`config.mk`:
```
export PLATFORM = sky130hd
export DESIGN_NAME = change_dispenser
export DESIGN_NICKNAME = d
export VERILOG_FILES = /design/src/rtl/change_dispenser.sv
export SDC_FILE = /design/constraint.sdc
export NUM_CORES = 1
export LEC_CHECK = 0
export BUFFER_PORTS_ARGS = -buffer_cell sky130_fd_sc_hd__buf_2
export CORE_MARGIN = 2
export CORE_UTILIZATION = 30
export DETAILED_ROUTE_END_ITERATION = 12
export PLACE_DENSITY = 0.6
export SYNTH_ARGS = -nofsm -noshare
export SYNTH_HDL_FRONTEND = slang
export SYNTH_SLANG_ARGS = --single-unit
```
`constraint.sdc`:
```
create_clock -name clock -period 3.3 [get_ports clock]
set_input_delay 0.99 -clock clock [delete_from_list [all_inputs] [get_ports clock]]
set_output_delay 0.99 -clock clock [all_outputs]
set_load 0.1 [all_outputs]
```
`src/rtl/change_dispenser.sv`:
```
// Nickel refund dispenser: solenoid pulse/gap sequencing with a sensor jam timeout.
// Inventory tracking is compiled in with CHANGE_DISPENSER_TUBE_COUNT_EN.
module change_dispenser #(
  parameter int PULSE_CYCLES   = 4,
  parameter int GAP_CYCLES     = 2,
  parameter int TIMEOUT_CYCLES = 16
) (
  input  logic       clock,
  input  logic       reset,
  input  logic       req_valid,
  input  logic [3:0] req_count,
  output logic       req_ready,
  input  logic       coin_seen,
`ifdef CHANGE_DISPENSER_TUBE_COUNT_EN
  input  logic       load_valid,
  input  logic [7:0] load_count,
  output logic [7:0] tube_level,
`endif
  output logic       eject,
  output logic       busy,
  output logic [3:0] remaining,
  output logic       done,
  output logic       reject,
  output logic       fault
);

  localparam int MAX_A =
    (PULSE_CYCLES > GAP_CYCLES) ? PULSE_CYCLES : GAP_CYCLES;
  localparam int MAX_C =
    (MAX_A > TIMEOUT_CYCLES) ? MAX_A : TIMEOUT_CYCLES;
  localparam int CW = $clog2(MAX_C + 1);

  localparam logic [CW-1:0] P_LAST = CW'(PULSE_CYCLES - 1);
  localparam logic [CW-1:0] G_LAST = CW'(GAP_CYCLES - 1);
  localparam logic [CW-1:0] T_LAST = CW'(TIMEOUT_CYCLES - 1);

  typedef enum logic [2:0] {
    IDLE,
    PULSE,
    WAIT_SENSE,
    GAP,
    FAULT
  } state_t;

  state_t        state;
  state_t        state_n;
  logic [CW-1:0] cnt;
  logic [CW-1:0] cnt_n;
  logic [3:0]    rem_n;
  logic          done_n;
  logic          reject_n;
  logic          take_coin;
  logic          too_few;

`ifdef CHANGE_DISPENSER_TUBE_COUNT_EN
  logic [7:0] level_n;
  logic [9:0] sum;

  assign too_few = {4'd0, req_count} > tube_level;

  // Load and a counted coin may land together; clamp both ends.
  always_comb begin
    sum = {2'b00, tube_level};
    if (load_valid) begin
      sum = sum + {2'b00, load_count};
    end
    if (take_coin && (sum != 10'd0)) begin
      sum = sum - 10'd1;
    end
    level_n = (sum > 10'd255) ? 8'hff : sum[7:0];
  end

  always_ff @(posedge clock) begin
    if (reset) begin
      tube_level <= 8'd0;
    end else begin
      tube_level <= level_n;
    end
  end
`else
  assign too_few = 1'b0;
`endif

  always_ff @(posedge clock) begin
    if (reset) begin
      state     <= IDLE;
      cnt       <= '0;
      remaining <= 4'd0;
      done      <= 1'b0;
      reject    <= 1'b0;
    end else begin
      state     <= state_n;
      cnt       <= cnt_n;
      remaining <= rem_n;
      done      <= done_n;
      reject    <= reject_n;
    end
  end

  always_comb begin
    state_n   = state;
    cnt_n     = cnt;
    rem_n     = remaining;
    done_n    = 1'b0;
    reject_n  = 1'b0;
    take_coin = 1'b0;
    unique case (state)
      IDLE: begin
        if (req_valid) begin
          if (req_count == 4'd0) begin
            done_n = 1'b1;
          end else if (too_few) begin
            reject_n = 1'b1;
          end else begin
            rem_n   = req_count;
            cnt_n   = '0;
            state_n = PULSE;
          end
        end
      end
      PULSE: begin
        if (cnt == P_LAST) begin
          cnt_n   = '0;
          state_n = WAIT_SENSE;
        end else begin
          cnt_n = cnt + CW'(1);
        end
      end
      WAIT_SENSE: begin
        // Leaving on the first sensed coin gives one decrement per pulse.
        if (coin_seen) begin
          take_coin = 1'b1;
          cnt_n     = '0;
          rem_n     = (remaining != 4'd0) ? remaining - 4'd1 : 4'd0;
          if (remaining <= 4'd1) begin
            done_n  = 1'b1;
            state_n = IDLE;
          end else begin
            state_n = GAP;
          end
        end else if (cnt == T_LAST) begin
          state_n = FAULT;
        end else begin
          cnt_n = cnt + CW'(1);
        end
      end
      GAP: begin
        if (cnt == G_LAST) begin
          cnt_n   = '0;
          state_n = PULSE;
        end else begin
          cnt_n = cnt + CW'(1);
        end
      end
      FAULT: begin
        state_n = FAULT;
      end
      default: begin
        state_n = IDLE;
      end
    endcase
  end

  assign req_ready = (state == IDLE);
  assign busy      = (state != IDLE);
  assign eject     = (state == PULSE);
  assign fault     = (state == FAULT);

endmodule

```
==> flow_summary.toml, run 1 <==
[synthesis]
yosysWarnings = 0
synthesis.area_um2 = 931
ys_async_sr_fraction = 0
synth_cell_types = 43
synthFlopType = "dfxtp_1"
postSynthAreaPerCell_um2 = 8.02
syn-num-nets = 127
post_synth_inst_count = 116
seq_area_frac_synth = 0.280
synth-edff-count = 0
ys_seq_elements = 13

[clock_network]
tritoncts.num_buffers = 3
clock_sinks = 13
post_cts_setup_buffer_count = 0
clockBufferDepth = 2
ctsHoldBuffers = 0
clock_latency_ns = 0.28
cts_resized = 0
cts_tree = "yes"
cts.root.buffer_cell = "clkbuf_4"
htreeDepth = 1
path_clk_slew_ns = 0.09

[timing]
final.setup_skew_ns = 0.00781
timing.final.hold_violations = 0
timing.final.crit_share = 0.856
final_critical_path_setup_slack_ns = 0.477
unrepaired_setup_endpoints_after_global_routing = "false"
final_setup_viols = 0
max_freq_mhz = 354
tightestPinTransition_ns = 0.781
number_of_max_slew_violations_in_the_final_report = 0
hold-worst-slack_ns = 0.546
worst_slew_margin_rel = 0.479
post-route-min-period_ns = 2.82

[finish]
area_growth_syn_to_layout_pct = 12.8
final_common_cell = "buf_2"
antenna-diode-count = 0
layout.nets = 141
layout_common_cells = "buf_2 (16), dfxtp_1 (13), nor2_1 (11)"
layout-drive-gt1-share = 0.225

[detailed_routing]
num_vias = 898
routed_via_density = 5.54
ant_nets = 0
drcViolationCount = 0
avgRoutedWirePerCell_um = 13.5
drt_first_iter_violations = 21
drt_pre_antenna_iters = 4
wl_um = 2190

[placed_design]
post-dp-hpwl_um = 1630
placer_congestion_estimate = 0.833
port_buffer_count = 16
dp_worst_setup_slack_ns = 0.793

[setup_path]
worstReg2RegStart = "cnt[0]"
endpoint_kind = "output pin"
start_kind = "register"
cp_slowest_stage_delay_ns = 0.57
timing_worst_setup_path_type = "reg2out"
regToRegEndpoint = "cnt[1]"
worst_r2r_path_depth = 7
crit_path_start = "state[2]"
crit_required_ns = 2.31
register_to_register_path_setup_slack_ns = 1.08
critPathArrivalTime_ns = 1.83
critical_path.max_fanout = 11
crit_chain = "clkinv_1 -> nor3_2 -> buf_2"
cpMaxStageDelayCell = "dfxtp_1"

[job]
maxCapViolations = 0

[global_routing]
grt.total_usage = 0.129
grt_pass1_wl_um = 3550
first_global_vias = 772
grt_start_max_net_pins = 19
grt-ovfl-total = 0
antenna_found_initial = 0

[hold_path]
whs_endpoint = "remaining[3]"
hold_start = "remaining[3]"
holdPathStages = 2
timing.hold.worst.class = "reg2reg"

[power]
max-vdd-ir-drop_mv = 0.173
power_leakage_nw = 0.427
pwr_density_cell_nw_per_um2 = 403

[floorplan]
die_w_um = 59.7
rows = 20
initial_core_util = 0.310
top_level_ports = 18
core_area_um2 = 3000
die-area_um2 = 3560
chipHeight_um = 59.7

[status]
status = "completed"
[through the flow]
stage / instance area (um2) / cells / utilization / TNS [ns] / total power, mW
after floorplan: 941 / 116 / - / -0.492 / 0.303
after global placement: 1020 / 158 / 0.341 / 0 / 0.323
after detailed placement: 1020 / 158 / 0.341 / 0 / 0.325
after CTS: 1050 / 162 / 0.350 / 0 / 0.428
after global routing: 1050 / 162 / 0.350 / 0 / 0.446
final: 1050 / 162 / 0.350 / 0 / 0.423
[cell type report]
| cell class | instances | area, um2 |
|---|---|---|
| Clock buffer | 4 | 26.3 |
| Fill cell | 329 | 1950 |
| Inverter | 6 | 22.5 |
| Multi-Input combinational cell | 90 | 619 |
| Sequential cell | 13 | 260 |
| Tap cell | 33 | 41.3 |
| Timing Repair Buffer | 16 | 80.1 |
[report_power, final]
| group | total, mW | internal, mW | switching [mW] | leakage, nW |
|---|---|---|---|---|
| Clock | 0.102 | 0.0469 | 0.0551 | 0.0150 |
| Combinational | 0.141 | 0.0360 | 0.105 | 0.306 |
| Sequential | 0.179 | 0.164 | 0.0157 | 0.106 |
[worst max-delay path: cells and delay by family (launching register included)]
| kind | cells | cell delay [ns] |
|---|---|---|
| flops | 1 | 0.57 |
| simple gates | 1 | 0.18 |
| buf+inv | 2 | 0.81 |
[cells in the mapped netlist, types with 2 or more instances]
cell type | number | area (um2)
o31ai_1 | 2 | 15.0
and3_1 | 4 | 25.0
inv_1 | 5 | 18.8
nor4_1 | 4 | 25.0
nand3_1 | 3 | 15.0
a211oi_1 | 2 | 15.0
ha_1 | 3 | 37.5
mux2_2 | 3 | 33.8
mux2i_1 | 2 | 20.0
nor3_1 | 9 | 45.0
a211o_1 | 2 | 17.5
nor2b_1 | 6 | 37.5
nor2_1 | 11 | 41.3
or4b_1 | 2 | 20.0
dfxtp_1 | 13 | 260
a21oi_1 | 7 | 35.0
clkbuf_1 | 4 | 15.0
o211ai_1 | 2 | 15.0
nand2b_1 | 3 | 18.8
nor3b_1 | 3 | 22.5
nand2_1 | 4 | 15.0
[kinds of logic (layout without fill, tap and decap cells)]
logic type,Yosys count,after routing,share of synthesized area
flops,13,13,0.280
simple gates,54,54,0.328
buf+inv,13,26,0.0659
compound gates,27,27,0.224
fa+ha+maj,3,3,0.0403
mux,5,5,0.0578
other cells,1,1,0.00403
[worst max path at each step]
stage,end,slack (ns),cells past startpoint
after floorplan,busy,-0.49,4
after global placement,fault,0.79,3
after detailed placement,fault,0.79,3
after CTS,fault,0.48,3
after global routing,fault,0.36,3
final,fault,0.48,3
[per-layer routing]
layer  GRT usage  vias to the layer above  wire length [um]
li1            -                      454                 -
met1       0.180                      415              1080
met2       0.200                       27               955
met3      0.0390                        2               147
met4      0.0190                        0                 4
met5           0                        -                 0
[registers in the layout, indices dropped and copies added (netlist names)]
register   cells
remaining      4
state          3
done           1
cnt            5
(Power assumes the default switching activity.)
==> run 2: changes to the inputs <==
--- a/config.mk
+++ b/config.mk
@@ -5,6 +5,7 @@
 export SDC_FILE = /design/constraint.sdc
 export NUM_CORES = 1
 export LEC_CHECK = 0
+export ABC_AREA = 1
 export BUFFER_PORTS_ARGS = -buffer_cell sky130_fd_sc_hd__buf_2
 export CORE_MARGIN = 2
 export CORE_UTILIZATION = 30
==> constraint.sdc (replaced) <==
create_clock -name clock -period 3.2 [get_ports clock]
set_input_delay 0.96 -clock clock [delete_from_list [all_inputs] [get_ports clock]]
set_output_delay 0.96 -clock clock [all_outputs]
set_load 0.1 [all_outputs]
==> run 2 against run 1 <==
- the run now ends with design-rule violations left
- sequential share of layout area is 0.54 points higher
- die area is 3.1% lower
- synthesized area is 3.4% lower
- critical path type unchanged
- largest power group is now combinational cells
- highest routed layer unchanged
==> flow_summary.toml, run 2 <==
[status]
status = "complete, but fails checks"
violations = "design-rule violations"

[synthesis]
most_common_library_cells_after_synthesis = "nand2_1 (31), nor2_1 (26), inv_1 (21)"
ys_async_sr_fraction = 0
synthesis.area_um2 = 900
synth-edff-count = 0
synth_cell_types = 24
synth.area.top_cells = "dfxtp_1 (29%), nand2_1 (13%), nor2_1 (11%), inv_1 (8.8%), a21oi_1 (6.7%)"
post_synth_inst_count = 143
ys_seq_elements = 13
postSynthAreaPerCell_um2 = 6.29
syn-num-nets = 154
yosysWarnings = 0
synthFlopType = "dfxtp_1"
post-synth-top-count-cell = "nand2_1"
seq_area_frac_synth = 0.289
yosysTopAreaCell = "dfxtp_1"
proportion_of_netlist_area_held_by_the_largest_area_contributor = 0.289

[clock_network]
ctsHoldBuffers = 0
post_cts_setup_buffer_count = 0
clock_sinks = 13
clock_latency_ns = 0.29
cts_tree = "yes"
tritoncts.num_buffers = 3
htreeDepth = 1
cts_resized = 0
path_clk_slew_ns = 0.09
cts.root.buffer_cell = "clkbuf_4"
clockBufferDepth = 2

[finish]
layout_common_cells = "nand2_1 (31), nor2_1 (26), inv_1 (21)"
antenna-diode-count = 0
stdcell_area_um2 = 1030
largest_register = "cnt"
layout.nets = 173
final-instance-count-excl-fill = 192
largest_registers = "cnt: 5 flops, remaining: 4 flops, state: 3 flops"
area_growth_syn_to_layout_pct = 14.2
layout-drive-gt1-share = 0.211
final_core_utilization = 0.366
number_of_flip_flops_under_the_largest_register_name = 5
final_common_cell = "nand2_1"

[placed_design]
dp_worst_setup_slack_ns = 1.03
postPlaceCellArea_um2 = 1000
post-dp-hpwl_um = 1620
dpl.cell_count = 188
port_buffer_count = 16
placer_congestion_estimate = 0.872

[timing]
timing.final.crit_share = 0.791
hold-worst-slack_ns = 0.484
timing.final.hold_violations = 0
post-route-min-period_ns = 2.53
max_freq_mhz = 395
final_setup_viols = 0
unrepaired_setup_endpoints_after_global_routing = "false"
number_of_max_slew_violations_in_the_final_report = 0
final_critical_path_setup_slack_ns = 0.669
final.setup_skew_ns = 0.00563
tns_ns = 0

[power]
power_leakage_nw = 0.534
max-vdd-ir-drop_mv = 0.382
power_dissipated_by_switching_net_loads_uw = 622
internal_power_uw = 395
power.clock.fraction = 0.108
total_design_power_mw = 1.02
share_comb_of_total_power = 0.650
seq_power_share = 0.243
switching_share = 0.612
pwr_density_cell_nw_per_um2 = 989

[floorplan]
top_level_ports = 18
die_w_um = 58.8
core_area_um2 = 2810
chipHeight_um = 58.8
rows = 19
die-area_um2 = 3450
initial_core_util = 0.321

[detailed_routing]
num_vias = 911
drcViolationCount = 1
drt_pre_antenna_iters = 8
wl_met1_um = 960
ant_nets = 0
top_layer = "met4"
drt_first_iter_violations = 26
routed_via_density = 4.74
route.met3.wl_um = 118
dr_wl_met2_um = 931
wl_um = 2050
avgRoutedWirePerCell_um = 10.7

[hold_path]
holdPathStages = 2
hold_start = "remaining[3]"
timing.hold.worst.class = "reg2reg"
whs_endpoint = "remaining[3]"

[setup_path]
endpoint_kind = "output pin"
timing_worst_setup_path_type = "reg2out"
worstReg2RegStart = "cnt[0]"
cp_slowest_stage_delay_ns = 0.44
register_to_register_path_setup_slack_ns = 1.48
crit_required_ns = 2.24
crit_chain = "or2_2 -> nor2_1 -> buf_2"
cpMaxStageDelayCell = "buf_2"
start_kind = "register"
worst_r2r_path_depth = 11
critPathArrivalTime_ns = 1.57
critical_path.max_fanout = 8
regToRegEndpoint = "cnt[2]"

[global_routing]
grt.total_usage = 0.134
first_global_vias = 799
antenna_found_initial = 0
grt_pass1_wl_um = 3480
grt_start_max_net_pins = 9
grt-ovfl-total = 0

[job]
maxCapViolations = 0
==> run 2: worst max path at each step <==
stage / from / end / slack, ns / cells past startpoint
global placement: state[1] / fault / 1.01 / 3
detailed placement: state[0] / fault / 1.03 / 3
CTS: state[1] / fault / 0.68 / 3
finish: state[1] / fault / 0.67 / 3
floorplan: state[1] / fault / 0.30 / 3
global route: state[1] / fault / 0.63 / 3
==> run 2: cells by family (layout without fill, tap and decap cells) <==
group	Yosys count	count (layout)	share of synthesized area
AND/OR/NAND/NOR	79	79	0.403
buffers and inverters	25	43	0.120
AO/OA/AOI/OAI	21	21	0.132
flip-flops	13	13	0.289
adder cells (fa/ha/maj)	3	3	0.0417
other	1	1	0.00417
XOR/XNOR	1	1	0.00974
==> run 2: critical path: cells and delay by family (launching register included) <==
| family | cells | cell delay [ns] |
|---|---|---|
| simple gates | 2 | 0.44 |
| buf+inv | 1 | 0.44 |
| flops | 1 | 0.40 |
==> run 2: power by group through the flow <==
stage	registers (mW)	logic (mW)	clock network, mW
floorplan	0.345	0.466	0
global placement	0.247	0.653	0
detailed placement	0.249	0.661	0
CTS	0.246	0.663	0.115
global route	0.255	0.713	0.122
finish	0.246	0.660	0.110
==> run 2: routing by layer <==
layer | vias to the layer above | global-route usage
met5 | - | 0
met4 | 0 | 0.0649
met3 | 4 | 0.0396
met2 | 16 | 0.194
met1 | 407 | 0.183
li1 | 484 | -
==> run 2: area by class of cell <==
class / count / area [um2]
Multi-Input combinational cell: 105 / 532
Clock buffer: 3 / 22.5
Inverter: 23 / 88.8
Timing Repair Buffer: 16 / 80.1
Fill cell: 313 / 1780
Tap cell: 31 / 38.8
Clock inverter: 1 / 5.00
Sequential cell: 13 / 260
==> run 3: changes to the inputs <==
==> constraint.sdc (replaced) <==
create_clock -name clock -period 2.55 [get_ports clock]
set_input_delay 0.765 -clock clock [delete_from_list [all_inputs] [get_ports clock]]
set_output_delay 0.765 -clock clock [all_outputs]
set_load 0.1 [all_outputs]
==> run 3 against run 2 <==
- via count decreased by 0.55%
- the run still ends with design-rule violations left
- routed wire length increased by 1.0%
- largest cell class unchanged
- critical endpoint unchanged
- count of clock-buffer cells in the layout did not move
- global-route usage is essentially flat
==> flow_summary.toml, run 3 (synthesized netlist as in run 2, its figures left out) <==
[floorplan]
initial_core_util = 0.321
die-area_um2 = 3450
top_level_ports = 18
core_area_um2 = 2810
rows = 19
chipHeight_um = 58.8
die_w_um = 58.8

[timing]
unrepaired_setup_endpoints_after_global_routing = "false"
max_freq_mhz = 437
timing.final.hold_violations = 0
final_setup_viols = 0
number_of_max_slew_violations_in_the_final_report = 0
post-route-min-period_ns = 2.29
timing.final.crit_share = 0.897
hold-worst-slack_ns = 0.482
final_critical_path_setup_slack_ns = 0.262
final.setup_skew_ns = 0.00154
tns_ns = 0

[setup_path]
critPathArrivalTime_ns = 1.52
crit_required_ns = 1.79
crit_path_start = "state[1]"
cpMaxStageDelayCell = "buf_2"
critical_path.max_fanout = 8
cp_slowest_stage_delay_ns = 0.43
cp.buffers_inverters = 1
endpoint_kind = "output pin"
crit_family = "buffers and inverters"
crit_chain = "or2_2 -> nor2_2 -> buf_2"
worstReg2RegStart = "cnt[0]"
timing_worst_setup_path_type = "reg2out"
start_kind = "register"

[clock_network]
cts_resized = 0
clockBufferDepth = 2
post_cts_setup_buffer_count = 0
htreeDepth = 1
ctsHoldBuffers = 0
cts.root.buffer_cell = "clkbuf_4"
clock_latency_ns = 0.28
clock_sinks = 13
cts_tree = "yes"
tritoncts.num_buffers = 3
path_clk_slew_ns = 0.09

[detailed_routing]
num_vias = 906
routed_via_density = 4.72
drt_pre_antenna_iters = 8
drcViolationCount = 1
wl_um = 2070
drt_first_iter_violations = 20
ant_nets = 0
avgRoutedWirePerCell_um = 10.8

[global_routing]
first_global_vias = 833
grt_start_max_net_pins = 9
grt.total_usage = 0.135
antenna_found_initial = 0
grt_pass1_wl_um = 3530
grt-ovfl-total = 0

[finish]
final_common_cell = "nand2_1"
antenna-diode-count = 0
final-instance-count-excl-fill = 192
final_core_utilization = 0.367
area_growth_syn_to_layout_pct = 14.5
largest_registers = "cnt: 5 flops, remaining: 4 flops, state: 3 flops"
largest_register = "cnt"
layout-drive-gt1-share = 0.217
layout.nets = 173
stdcell_area_um2 = 1030
layout_common_cells = "nand2_1 (31), nor2_1 (25), inv_1 (21)"
number_of_flip_flops_under_the_largest_register_name = 5

[placed_design]
postPlaceCellArea_um2 = 1000
placer_congestion_estimate = 0.855
dpl.cell_count = 188
dp_worst_setup_slack_ns = 0.584
post-dp-hpwl_um = 1680
port_buffer_count = 16

[power]
total_design_power_mw = 1.28
pwr_density_cell_nw_per_um2 = 1240
max-vdd-ir-drop_mv = 0.530
power_leakage_nw = 0.533

[status]
status = "complete, but fails checks"
violations = "design-rule violations"

[job]
maxCapViolations = 0

[hold_path]
hold_start = "remaining[3]"
timing.hold.worst.class = "reg2reg"
-- run 3: path summary, 6_finish.rpt --
kind,to,slack [ns],cells after the start
worst max-delay path,fault,0.26,3
worst max register to register,cnt[2],0.85,11
worst min register to register,remaining[3],0.48,2
worst min-delay path,remaining[3],0.48,2
-- run 3: cell type report --
| cell class | instances | area [um2] |
|---|---|---|
| clock inverters | 1 | 5.00 |
| flip-flops and latches | 13 | 260 |
| repair buffers | 16 | 80.1 |
| well taps | 31 | 38.8 |
| clock buffers | 3 | 22.5 |
| multi-input cells | 105 | 534 |
| fillers | 322 | 1780 |
| inverters | 23 | 88.8 |
-- run 3: metal layers --
| metal | track usage | routed length [um] |
|---|---|---|
| met2 | 0.211 | 930 |
| met4 | 0.0519 | 27 |
| met1 | 0.175 | 970 |
| met5 | 0 | 0 |
| met3 | 0.0374 | 140 |
-- run 3: tightest hold or removal path: cells and delay by family, from the launching register on --
family	cells	cell delay [ns]
AOI/OAI and AO/OA	1	0.05
and+or+nand+nor	1	0.06
DFF	1	0.33
-- run 3: power by group --
| part | switching [mW] | internal, mW |
|---|---|---|
| logic | 0.645 | 0.187 |
| registers | 0.0588 | 0.250 |
| clock network | 0.0762 | 0.0582 |
| total | 0.780 | 0.496 |
